[config.mk]
export PLATFORM = sky130hd
export DESIGN_NAME = fifo_ctrl_flat
export DESIGN_NICKNAME = d
export VERILOG_FILES = /design/src/rtl/fifo_pkg.sv /design/src/rtl/fifo_ctrl_if.sv /design/src/rtl/fifo_ptr.sv /design/src/rtl/fifo_ctrl.sv /design/src/flat_wrapper.sv
export SDC_FILE = /design/constraint.sdc
export NUM_CORES = 1
export LEC_CHECK = 0
export BUFFER_PORTS_ARGS = -buffer_cell sky130_fd_sc_hd__buf_4
export CORE_ASPECT_RATIO = 1.75
export CORE_MARGIN = 2
export CORE_UTILIZATION = 42
export CTS_CLUSTER_DIAMETER = 80
export DETAILED_ROUTE_END_ITERATION = 8
export GPL_TIMING_DRIVEN = 0
export PLACE_DENSITY_LB_ADDON = 0.15
export SLEW_MARGIN = 20
export SYNTH_ARGS = -nofsm -noshare
export SYNTH_HDL_FRONTEND = slang
export SYNTH_SLANG_ARGS = --single-unit
[constraint.sdc]
create_clock -name clk -period 2.5 [get_ports clk]
set_input_delay 0 -clock clk [delete_from_list [all_inputs] [get_ports clk]]
set_output_delay 0 -clock clk [all_outputs]
set_load 0.1 [all_outputs]
[src/rtl/fifo_pkg.sv]
// Shared constants and helpers for the FIFO controller slice.
// Provides depth/count-width helpers and default threshold values.
// Optional feature macro used by this slice: FIFO_CTRL_ERR_FLAGS_EN.

// Count is wide enough to hold 0..2**aw inclusive.
`define FIFO_CNT_W(aw) ((aw) + 1)

package fifo_pkg;

    localparam int unsigned DEF_ADDR_WIDTH   = 7;
    localparam int unsigned DEF_AFULL_MARGIN = 2;
    localparam int unsigned DEF_AEMPTY_TH    = 2;

    // Number of entries addressed by an aw-bit pointer.
    function automatic int unsigned fifo_depth(input int unsigned aw);
        return 32'd1 << aw;
    endfunction

endpackage

[src/rtl/fifo_ctrl_if.sv]
// Handshake and status bundle between a FIFO parent and fifo_ctrl.
// master: parent (drives wr/rd, observes status and reg_file controls).
// slave : fifo_ctrl (consumes wr/rd, drives we/w_addr/r_addr/count/flags).

interface fifo_ctrl_if #(
    parameter int unsigned ADDR_WIDTH = fifo_pkg::DEF_ADDR_WIDTH
);
    localparam int unsigned CNT_W = `FIFO_CNT_W(ADDR_WIDTH);

    logic                  wr;
    logic                  rd;
    logic                  we;
    logic [ADDR_WIDTH-1:0] w_addr;
    logic [ADDR_WIDTH-1:0] r_addr;
    logic                  full;
    logic                  empty;
    logic [CNT_W-1:0]      count;
    logic                  almost_full;
    logic                  almost_empty;
    logic                  overflow;
    logic                  underflow;

    modport master (
        output wr, rd,
        input  we, w_addr, r_addr, full, empty, count,
               almost_full, almost_empty, overflow, underflow
    );

    modport slave (
        input  wr, rd,
        output we, w_addr, r_addr, full, empty, count,
               almost_full, almost_empty, overflow, underflow
    );
endinterface

[src/rtl/fifo_ptr.sv]
// Wrapping ADDR_WIDTH-bit pointer with synchronous reset and increment enable.
// Ports: clk, reset (sync, active-high), inc (advance by one), ptr (registered value).

module fifo_ptr #(
    parameter int unsigned ADDR_WIDTH = fifo_pkg::DEF_ADDR_WIDTH
) (
    input  logic                  clk,
    input  logic                  reset,
    input  logic                  inc,
    output logic [ADDR_WIDTH-1:0] ptr
);

    // Natural binary overflow gives the modulo-depth wrap.
    always_ff @(posedge clk) begin
        if (reset)
            ptr <= '0;
        else if (inc)
            ptr <= ptr + ADDR_WIDTH'(1);
    end

endmodule

[src/rtl/fifo_ctrl.sv]
// Pointer/flag controller turning a dual-port reg_file into a circular FIFO.
// Ports: clk, reset (sync, active-high), bus (fifo_ctrl_if.slave):
//   wr/rd requests in; we, w_addr, r_addr to reg_file; count and
//   full/empty/almost_full/almost_empty status; sticky overflow/underflow.
// Macro FIFO_CTRL_ERR_FLAGS_EN enables the sticky error flags; otherwise
// overflow/underflow are constant 0.

module fifo_ctrl #(
    parameter int unsigned ADDR_WIDTH = fifo_pkg::DEF_ADDR_WIDTH,
    parameter int unsigned AFULL_TH   = fifo_pkg::fifo_depth(ADDR_WIDTH) - fifo_pkg::DEF_AFULL_MARGIN,
    parameter int unsigned AEMPTY_TH  = fifo_pkg::DEF_AEMPTY_TH
) (
    input  logic         clk,
    input  logic         reset,
    fifo_ctrl_if.slave   bus
);
    import fifo_pkg::*;

    localparam int unsigned DEPTH = fifo_depth(ADDR_WIDTH);
    localparam int unsigned CNT_W = `FIFO_CNT_W(ADDR_WIDTH);

    logic                  push_ok;
    logic                  pop_ok;
    logic [CNT_W-1:0]      count_q;
    logic [CNT_W-1:0]      count_nxt;
    logic                  full_q;
    logic                  empty_q;
    logic                  afull_q;
    logic                  aempty_q;
    logic [ADDR_WIDTH-1:0] w_ptr;
    logic [ADDR_WIDTH-1:0] r_ptr;

    // Accept decisions use registered flags only; a pop frees the slot a
    // simultaneous push needs when full.
    always_comb begin
        push_ok   = bus.wr & (~full_q | bus.rd);
        pop_ok    = bus.rd & ~empty_q;
        count_nxt = count_q;
        case ({push_ok, pop_ok})
            2'b10:   count_nxt = count_q + CNT_W'(1);
            2'b01:   count_nxt = count_q - CNT_W'(1);
            default: count_nxt = count_q;
        endcase
    end

    // Reset drops any push presented in the same cycle, so no write reaches reg_file.
    assign bus.we = push_ok & ~reset;

    fifo_ptr #(.ADDR_WIDTH(ADDR_WIDTH)) u_w_ptr (
        .clk   (clk),
        .reset (reset),
        .inc   (push_ok),
        .ptr   (w_ptr)
    );

    fifo_ptr #(.ADDR_WIDTH(ADDR_WIDTH)) u_r_ptr (
        .clk   (clk),
        .reset (reset),
        .inc   (pop_ok),
        .ptr   (r_ptr)
    );

    // Occupancy and status flags, all registered from next-state count.
    always_ff @(posedge clk) begin
        if (reset) begin
            count_q  <= '0;
            full_q   <= 1'b0;
            empty_q  <= 1'b1;
            afull_q  <= 1'b0;
            aempty_q <= 1'b1;
        end else begin
            count_q  <= count_nxt;
            full_q   <= (count_nxt == CNT_W'(DEPTH));
            empty_q  <= (count_nxt == '0);
            afull_q  <= (count_nxt >= CNT_W'(AFULL_TH));
            aempty_q <= (count_nxt <= CNT_W'(AEMPTY_TH));
        end
    end

`ifdef FIFO_CTRL_ERR_FLAGS_EN
    logic overflow_q;
    logic underflow_q;

    // Sticky error flags: refused push when full, pop attempt when empty.
    always_ff @(posedge clk) begin
        if (reset) begin
            overflow_q  <= 1'b0;
            underflow_q <= 1'b0;
        end else begin
            if (bus.wr & full_q & ~bus.rd)
                overflow_q <= 1'b1;
            if (bus.rd & empty_q)
                underflow_q <= 1'b1;
        end
    end

    assign bus.overflow  = overflow_q;
    assign bus.underflow = underflow_q;
`else
    assign bus.overflow  = 1'b0;
    assign bus.underflow = 1'b0;
`endif

    assign bus.w_addr       = w_ptr;
    assign bus.r_addr       = r_ptr;
    assign bus.count        = count_q;
    assign bus.full         = full_q;
    assign bus.empty        = empty_q;
    assign bus.almost_full  = afull_q;
    assign bus.almost_empty = aempty_q;

endmodule

[src/flat_wrapper.sv]
// flat-port wrapper written by rule: the top's interface ports become plain ports
module fifo_ctrl_flat import fifo_pkg::*;
#(
    parameter int unsigned ADDR_WIDTH = fifo_pkg::DEF_ADDR_WIDTH,
    parameter int unsigned AFULL_TH   = fifo_pkg::fifo_depth(ADDR_WIDTH) - fifo_pkg::DEF_AFULL_MARGIN,
    parameter int unsigned AEMPTY_TH  = fifo_pkg::DEF_AEMPTY_TH
)
  (clk, reset, bus_wr, bus_rd, bus_we, bus_w_addr, bus_r_addr, bus_full, bus_empty, bus_count, bus_almost_full, bus_almost_empty, bus_overflow, bus_underflow);
  fifo_ctrl_if #(.ADDR_WIDTH(ADDR_WIDTH)) bus_i ();
  input  logic clk;
  input  logic reset;
  input wire logic [$bits(bus_i.wr)-1:0] bus_wr;
  input wire logic [$bits(bus_i.rd)-1:0] bus_rd;
  output wire logic [$bits(bus_i.we)-1:0] bus_we;
  output wire logic [$bits(bus_i.w_addr)-1:0] bus_w_addr;
  output wire logic [$bits(bus_i.r_addr)-1:0] bus_r_addr;
  output wire logic [$bits(bus_i.full)-1:0] bus_full;
  output wire logic [$bits(bus_i.empty)-1:0] bus_empty;
  output wire logic [$bits(bus_i.count)-1:0] bus_count;
  output wire logic [$bits(bus_i.almost_full)-1:0] bus_almost_full;
  output wire logic [$bits(bus_i.almost_empty)-1:0] bus_almost_empty;
  output wire logic [$bits(bus_i.overflow)-1:0] bus_overflow;
  output wire logic [$bits(bus_i.underflow)-1:0] bus_underflow;
  assign bus_i.wr = bus_wr;
  assign bus_i.rd = bus_rd;
  assign bus_we = bus_i.we;
  assign bus_w_addr = bus_i.w_addr;
  assign bus_r_addr = bus_i.r_addr;
  assign bus_full = bus_i.full;
  assign bus_empty = bus_i.empty;
  assign bus_count = bus_i.count;
  assign bus_almost_full = bus_i.almost_full;
  assign bus_almost_empty = bus_i.almost_empty;
  assign bus_overflow = bus_i.overflow;
  assign bus_underflow = bus_i.underflow;
  fifo_ctrl #(.ADDR_WIDTH(ADDR_WIDTH), .AFULL_TH(AFULL_TH), .AEMPTY_TH(AEMPTY_TH)) u_core (.clk(clk), .reset(reset), .bus(bus_i));
endmodule
* Word level (Yosys, flattened, before mapping)
Index checks and enable logic that the tools add are counted.
** Cells by class
- Add/sub/neg operators :: 4
- Multiply operators :: 0
- Div/mod/pow operators :: 0
- Order comparisons :: 2
- Equal/unequal tests :: 3
- Shift-type cells :: 0
- Muxes and demuxes :: 1
- Bitwise logic cells :: 7
- Reductions and logical operators :: 1
** Operators with widths (count)
- $pmux W8 S2 :: 1
- $add A7 B1 Y7 const B :: 2
- $add A8 B1 Y8 const B :: 1
- $eq A8 B8 Y1 const B :: 1
- $ge A8 B7 Y1 const B :: 1
- $le A8 B2 Y1 const B :: 1
- $logic_not A8 Y1 :: 1
- $sub A8 B1 Y8 const B :: 1
- $and A1 B1 Y1 :: 3
- $not A1 Y1 :: 3
- $eq A2 B1 Y1 const B :: 1
- $eq A2 B2 Y1 const B :: 1
- $or A1 B1 Y1 :: 1
** Word-level totals
- Flip-flop bits (word level) :: 26
- Bits in latches :: 0
- Bits in writable memories :: 0
- Bits in read-only memories :: 0
- Bits of input ports :: 4
- Logic and storage cells :: 25
- Memories kept :: 0

* Depth between registers and ports, before layout
Gate-level depths: netlist of run 1.
- Word-level depth :: 6
- Gate-level depth with buffers :: 11

* Cells and area by module
A second synthesis of run 1 with hierarchy kept.
** Second synthesis, totals
- Cells, all modules :: 203
- Area, all modules :: 1630.3 um^2
** By module, submodules not included
- fifo_ctrl :: instances 1, cells an instance 145, area an instance 1084.8 um^2, sequential area each 240.2 um^2
- fifo_ptr :: instances 2, cells an instance 29, area an instance 272.8 um^2, sequential area each 140.1 um^2

* Worst setup path after synthesis of run 1
OpenSTA, ideal clock, no wires.
- Path kind :: reg-to-reg
- Start :: register u_core.full_q (netlist: u_core.bus.full)
- End :: register u_core.afull_q (netlist: u_core.bus.almost_full)
- Arrival :: 2990 ps
- Required time :: 2412 ps
- Path slack :: -578 ps
- Cell stages (with the launch flop) :: 12
- Clock period less this slack :: 3078 ps
- Path through :: dfxtp_1 inv_1 o21a_1 inv_1 ha_1 clkbuf_1 a31oi_1 o2111ai_1 a211oi_1 or4_1 and2_1 o32ai_2
** Between the ends
- Longest elaborated chain between the ends :: 6
- Elaborated cells on any way between the ends :: 7
** RTL lines
- start, declared :: line fifo_ctrl.sv:26 : logic full_q;
- start signal, assigned :: line fifo_ctrl.sv:73 : full_q <= (count_nxt == CNT_W'(DEPTH));
- $not A1 Y1 * :: line fifo_ctrl.sv:36 : push_ok = bus.wr & (~full_q | bus.rd);
- $or A1 B1 Y1 * :: line fifo_ctrl.sv:36
- $and A1 B1 Y1 * :: line fifo_ctrl.sv:36
- $eq A2 B1 Y1 or $eq A2 B2 Y1 (tied branches) :: line fifo_ctrl.sv:39 : case ({push_ok, pop_ok})
- $pmux W8 S2 * :: line fifo_ctrl.sv:39
- $ge A8 B7 Y1 * :: line fifo_ctrl.sv:75 : afull_q <= (count_nxt >= CNT_W'(AFULL_TH));
- end signal, assigned :: line fifo_ctrl.sv:75
- end, declared :: line fifo_ctrl.sv:28 : logic afull_q;
Every way passes the cells marked *; elsewhere a longest branch is shown, timed or not.
A chain may end at the register's enable or synchronous reset.

* Worst setup path after layout of run 1
- Start :: register u_core.empty_q (netlist: u_core.bus.empty)
- End :: register u_core.afull_q (netlist: u_core.bus.almost_full)
** Between the ends
- Longest elaborated chain between the ends :: 5
- Elaborated cells on any way between the ends :: 6
** RTL lines
- start, declared :: line fifo_ctrl.sv:27 : logic empty_q;
- start signal, assigned :: line fifo_ctrl.sv:74 : empty_q <= (count_nxt == '0);
- $not A1 Y1 * :: line fifo_ctrl.sv:37 : pop_ok = bus.rd & ~empty_q;
- $and A1 B1 Y1 * :: line fifo_ctrl.sv:37
- $eq A2 B1 Y1 or $eq A2 B2 Y1 (tied branches) :: line fifo_ctrl.sv:39
- $pmux W8 S2 * :: line fifo_ctrl.sv:39
- $ge A8 B7 Y1 * :: line fifo_ctrl.sv:75
Marks and branches as above.

==> out/summary.txt, run 1 <==
Hold Path Origin: reset
pwr dens: 859 nW/µm²
compound-gate portion of the synthesized area: 18.1%
Initial Utilization: 43.1%
share of layout cells above drive strength 1: 34.2%
mean routed wirelength per cell: 15.1 µm
Die H: 84.3 µm
post-layout util: 56.9%
ANT nets after route: 0
IO Count: 33
crit start category: register
placed insts: 262
vias in the first global route: 1531
slew margin rel.: 63.1%
crit path capture type: register
Largest delay share family, worst path: compound AO/OA/AOI/OAI gates
critical path's slowest cell: or4b_4
Worst Path Arrival: 2.71 ns
Post-Syn Area per Cell: 8.32 µm²
final setup fails: 1
Worst-path clk slew: 0.08 ns
final non-filler cell total: 268
hold bufs inserted after CTS: 0
CTS Buf Count: 3
number of antenna violations at the first check in global routing: 0
Final Wtd Congestion: 0.898
Min-Delay Endpoint: u_core.bus.almost_full$_SDFF_PP0_
# nets final: 231
unrepaired setup endpoints after global routing: yes
status: finished, violations left
r2r setup slk: -0.03 ns
fin crit share: 101%
first-pass GRT wire length: 6800 µm
worst path bufs/invs: 2
Reg-to-Reg Start: u_core.bus.empty$_SDFF_PP1_
worst-path cell chain: buf_4 -> nor2b_1 -> buf_4 -> ha_4 -> o21a_1 -> a211oi_4 -> o221ai_2 -> xor2_2 -> or4b_4 -> o32ai_2
total of max-cap violations: 0
sequential share of power: 29.9%
#FFs+latches synth: 26
final hold vios: 0
PortBufs: 29
violated checks: setup timing
asr flop ratio synth: 0%
hold crit path type: input port to register
clock share of power: 15.1%
CP required: 2.68 ns
Crit Path Category: register to register
CP max FO: 7
Final TNS setup: -0.0291 ns
synthesis warning total: 0
post-layout minimum cycle time: 2.53 ns
measured slew at the worst slew-check pin: 0.554 ns
core area: 3590 µm²
Clock Sinks: 26
Gate power share: 55.0%
crit-path max cell delay: 0.56 ns
area share of the largest cell type after synthesis: 33.6%
Worst Reg-to-Reg Cells: 10
peak supply drop: 0.810 mV
ANT cells: 0
Final Power: 1760 µW
initial detailed-routing violation count: 47
fin. max-slew vios: 0
number of remaining DRC errors: 0
Die W: 49.9 µm
Layout area overhead: 32.0%
Gate Count Post-Synth: 186
simple-gate area share of the yosys netlist: 25.0%
pre-CTS setup slack: -0.275 ns
clk root buf: clkbuf_8
top cells by area, synth: dfxtp_1 (34%), xor2_1 (6.2%), nor2_1 (6.1%), xnor2_1 (4.5%), ha_1 (3.2%)
Rows: 29
count of cell types in the netlist: 49
Mapped Area: 1550 µm²
CTS tree: yes
final worst slack: -0.0291 ns
Post-DP HPWL: 3020 µm
top_reg_cell synth: dfxtp_1
clk_skew: 0.00234 ns
mux share of post-synthesis cell area: 2.59%
r2r endpoint: u_core.bus.almost_full$_SDFF_PP0_
Detailed Route WL: 4060 µm
clk_lat worst skew: 0.26 ns
Post-Synth XOR/XNOR Area: 10.8%
Seq/Total Area, Yosys: 33.6%
post-synthesis adder-cell area fraction: 3.23%
Tot GR Track Use: 20.3%
largest family of logic cells by synthesized area: simple AND/OR/NAND/NOR gates
sw frac: 48.5%
Hold Crit Depth: 2
Pre-antenna DRT Iters: 4
grt ovf: 0
Via Count: 1528
Max clock buf depth: 2
Via density: 5.70
Fmax: 395 MHz
Leakage: 0.000803 µW
H-tree Lvls: 1
DIE AREA: 4210 µm²
number of synthesized flops with an enable pin: 0
net switching power: 852 µW
area leader, netlist: dfxtp_1
Worst path most repeated cell: buf_4
Internal: 903 µW
pin count of the biggest net entering global routing: 15
## cells in the final DEF, fill, tap and decap left out, types with 3 or more instances in the layout
cell type	n
nand4_1	8
a21oi_1	7
buf_2	5
nor3_1	3
mux2i_1	4
o21ai_0	4
clkbuf_1	4
inv_1	5
dfxtp_1	20
clkbuf_8	4
nor2_1	25
dfxtp_2	4
buf_4	35
o211ai_1	3
xor2_1	10
xnor2_1	7
nand2_1	12
nand3_1	6
## layout make-up
class	instances	area [µm²]
plain buffers	13	70.1
clock buffers	4	55.1
fillers	330	1550
inverters	6	22.5
multi-input cells	140	1050
flip-flops and latches	26	533
well taps	46	57.6
repair buffers	33	251
## worst max path at each step
stage / from / end / slack [ns] / cells past startpoint
4_1_cts: u_core.bus.empty$_SDFF_PP1_ / u_core.bus.almost_full$_SDFF_PP0_ / -0.06 / 10
2_1_floorplan: u_core.bus.empty$_SDFF_PP1_ / u_core.bus.almost_full$_SDFF_PP0_ / -0.14 / 10
6_report: u_core.bus.empty$_SDFF_PP1_ / u_core.bus.almost_full$_SDFF_PP0_ / -0.03 / 10
5_1_grt: u_core.bus.empty$_SDFF_PP1_ / u_core.bus.almost_full$_SDFF_PP0_ / -0.11 / 9
3_3_place_gp: u_core.bus.empty$_SDFF_PP1_ / u_core.bus.almost_full$_SDFF_PP0_ / -0.24 / 10
3_5_place_dp: u_core.bus.empty$_SDFF_PP1_ / u_core.bus.almost_full$_SDFF_PP0_ / -0.28 / 10
## Yosys cell counts, drive strengths merged (2+ instances only)
cell type  count
o21a           2
nor3           3
a22oi          2
nor2          25
inv            6
nor4           2
a211oi         3
mux2i          4
or3            2
nor2b          2
o211ai         3
o31ai          3
a31oi          2
o21ai          4
a21oi          9
o41ai          2
or3b           2
ha             4
dfxtp         26
buf            8
xor2          11
xnor2          8
nor3b          3
nand3          6
nand4          8
and2           2
clkbuf         7
nand2         12
## power by group through the flow
stage / sequential (µW) / combinational, µW / clock, µW
after CTS: 523 / 945 / 269
after floorplan: 862 / 359 / 0
after global placement: 532 / 852 / 0
after detailed placement: 534 / 859 / 0
after global routing: 534 / 1020 / 283
final: 525 / 965 / 264
## layer usage
layer | routed length, µm | vias to the layer above | track usage [%]
li1 | - | 730 | -
met1 | 1540 | 732 | 21.7
met2 | 2230 | 54 | 36.4
met3 | 161 | 12 | 2.67
met4 | 122 | 0 | 12.9
met5 | 0 | - | 0
## registers in the layout, indices dropped and copies added (netlist names)
register / count
u_core.u_r_ptr.ptr: 7
u_core.bus.empty: 1
u_core.bus.almost_full: 1
u_core.bus.almost_empty: 1
u_core.u_w_ptr.ptr: 7
u_core.bus.count: 8
u_core.bus.full: 1
## metrics by stage
step | hold slack [ns] | cell area, µm²
floorplan | 0.289 | 1570
global placement | 0.384 | 1840
detailed placement | 0.389 | 1840
CTS | 0.109 | 2010
global route | 0.126 | 2040
finish | 0.0967 | 2040
## logic make-up after synthesis
family / count (synthesis)
mux: 4
buf+inv: 21
other cells: 1
simple gates: 74
xor+xnor: 19
fa+ha+maj: 4
flops: 26
compound gates: 37
## repair_timing
action	in CTS	in global routing
buffers inserted	4	0
setup endpoints to repair	6	6
resized for setup	17	13
pin swaps	9	8
Power figures use the tool's default switching activity.
==> run 2: changes to the inputs <==
CTS_CLUSTER_SIZE = 28   (was not set)
GPL_TIMING_DRIVEN = 1   (was 0)
==> run 2 against run 1 <==
The flow still finishes with violations (setup timing); global-route usage increased by 0.20 points; first-iteration DRC count decreased by 11%; setup slack got worse by 0.0012 ns; clock-buffer cell count decreased by 1; power increased by 3.2%; clock power increased by 31%; cell count decreased by 0.75%; critical path type unchanged; critical endpoint unchanged; largest cell class unchanged; highest routed layer unchanged.
==> out/summary.txt, run 2 (synthesis results as in run 1) <==
r2r setup slk: -0.03 ns
# nets final: 229
final hold vios: 0
PortBufs: 30
Detailed Route WL: 3940 µm
Via density: 5.69
pin count of the biggest net entering global routing: 27
Clock Sinks: 26
worst-path cell chain: or3b_4 -> xnor2_2 -> ha_4 -> a31oi_1 -> o2111ai_1 -> a211oi_2 -> or4_4 -> and2_4 -> o32ai_2
Worst-path clk slew: 0.09 ns
clk root buf: clkbuf_8
GRT met2 Usage: 36.0%
Worst Reg-to-Reg Cells: 9
CTS tree: yes
CP max FO: 7
crit-path max cell delay: 0.43 ns
Fillers: 340
grt ovf: 0
Worst Setup SP: u_core.bus.empty$_SDFF_PP1_
final worst slack: -0.0303 ns
most frequent cells in the layout: buf_4 (43), nor2_1 (25), dfxtp_1 (20), nand2_1 (12), xor2_1 (11)
vias in the first global route: 1523
Final TNS setup: -0.0303 ns
clock share of power: 19.0%
ANT cells: 0
net switching power: 841 µW
Die H: 84.3 µm
hold crit path type: input port to register
layer with the highest usage: met2
CTS Buf Count: 3
core area: 3590 µm²
placed insts: 261
final non-filler cell total: 266
Worst Path Arrival: 2.72 ns
CP required: 2.69 ns
post-layout minimum cycle time: 2.53 ns
sw frac: 46.4%
most common cell after layout, fill and taps aside: buf_4
Final Wtd Congestion: 0.956
sequential share of power: 30.7%
Via Count: 1514
DIE AREA: 4210 µm²
M1 GR Usage: 22.9%
Pre-antenna DRT Iters: 4
Max clock buf depth: 2
total of max-cap violations: 0
final setup fails: 1
hold bufs inserted after CTS: 0
Crit Path Category: register to register
post-layout util: 55.7%
Initial Utilization: 43.1%
Leakage: 0.000807 µW
Gate power share: 50.3%
Die W: 49.9 µm
Fmax: 395 MHz
status: finished, violations left
crit start category: register
crit path capture type: register
max reg flops: 8
clk_skew: 0.00515 ns
share of layout cells above drive strength 1: 31.4%
r2r endpoint: u_core.bus.almost_full$_SDFF_PP0_
violated checks: setup timing
unrepaired setup endpoints after global routing: yes
Reg-to-Reg Start: u_core.bus.empty$_SDFF_PP1_
ANT nets after route: 0
Rows: 29
clk_lat worst skew: 0.27 ns
initial detailed-routing violation count: 42
mean routed wirelength per cell: 14.8 µm
CP endpoint: u_core.bus.almost_full$_SDFF_PP0_
number of remaining DRC errors: 0
fin crit share: 101%
first-pass GRT wire length: 6830 µm
number of antenna violations at the first check in global routing: 0
fin. max-slew vios: 0
WHS: 0.0855 ns
met3 GRT Util: 2.67%
Layout area overhead: 29.3%
Internal: 971 µW
Tot GR Track Use: 20.5%
IO Count: 33
Post-DP HPWL: 2940 µm
H-tree Lvls: 1
peak supply drop: 0.503 mV
pwr dens: 906 nW/µm²
critical path's slowest cell: or4_4
## run 2: cell types whose count changed in the layout (fill, tap and decap cells not counted), sizes merged
cell	before	now
clkbuf	9	3
buf	41	44
bufinv	0	1
## run 2: layout make-up
class / instances / area (µm²) / area share [%]
inverter: 6 / 22.5 / 1.13
sequential: 26 / 533 / 26.6
clock buffer: 3 / 41.3 / 2.06
multi-input combinational: 140 / 973 / 48.7
clock inverter: 1 / 30.0 / 1.50
timing repair buffer: 44 / 343 / 17.1
tap: 46 / 57.6 / 2.88
## run 2: what timing repair did
action	4_1_cts	5_1_grt
gates cloned	0	0
gates resized for setup	1	6
setup buffers	1	0
pin swaps	0	4
setup endpoints to repair	1	5
## run 2: power groups by stage
stage               Sequential [µW]  Combinational [µW]  Clock (µW)
floorplan                       862                 359           0
global placement                559                 872           0
detailed placement              559                 878           0
CTS                             551                 888         355
global route                    566                 964         371
finish                          556                 911         345
## run 2: worst min path at each step
stage	from	to	slack [ns]	cells after the start
finish	reset	u_core.bus.count[0]$_SDFF_PP0_	0.09	2
global placement	reset	u_core.u_r_ptr.ptr[0]$_SDFFE_PP0P_	0.36	2
floorplan	reset	u_core.bus.almost_full$_SDFF_PP0_	0.29	2
CTS	reset	u_core.bus.count[0]$_SDFF_PP0_	0.08	2
global route	reset	u_core.bus.almost_full$_SDFF_PP0_	0.1	2
detailed placement	reset	u_core.bus.almost_full$_SDFF_PP0_	0.37	2
## run 2: per-stage QoR
| stage | area (µm²) | total power (µW) | setup WS [ns] |
|---|---|---|---|
| 3_3_place_gp | 1880 | 1430 | 0.0694 |
| 2_1_floorplan | 1570 | 1220 | -0.136 |
| 3_5_place_dp | 1880 | 1440 | 0.0233 |
| 6_report | 2000 | 1810 | -0.0303 |
| 4_1_cts | 1970 | 1790 | 0.0179 |
| 5_1_grt | 2000 | 1900 | -0.118 |
## run 2: metal layers
metal | up-vias | part of all wire (%)
met5 | - | 0
met4 | 0 | 2.9
met3 | 13 | 5.4
met2 | 59 | 54
met1 | 710 | 38
li1 | 732 | -
## run 2: critical path: cells and delay by family, from the launching register on
family	cells	cell delay (ns)
XOR/XNOR	1	0.22
AO/OA/AOI/OAI	4	0.68
flip-flops	1	0.35
adder cells (fa/ha/maj)	1	0.20
AND/OR/NAND/NOR	3	1.00
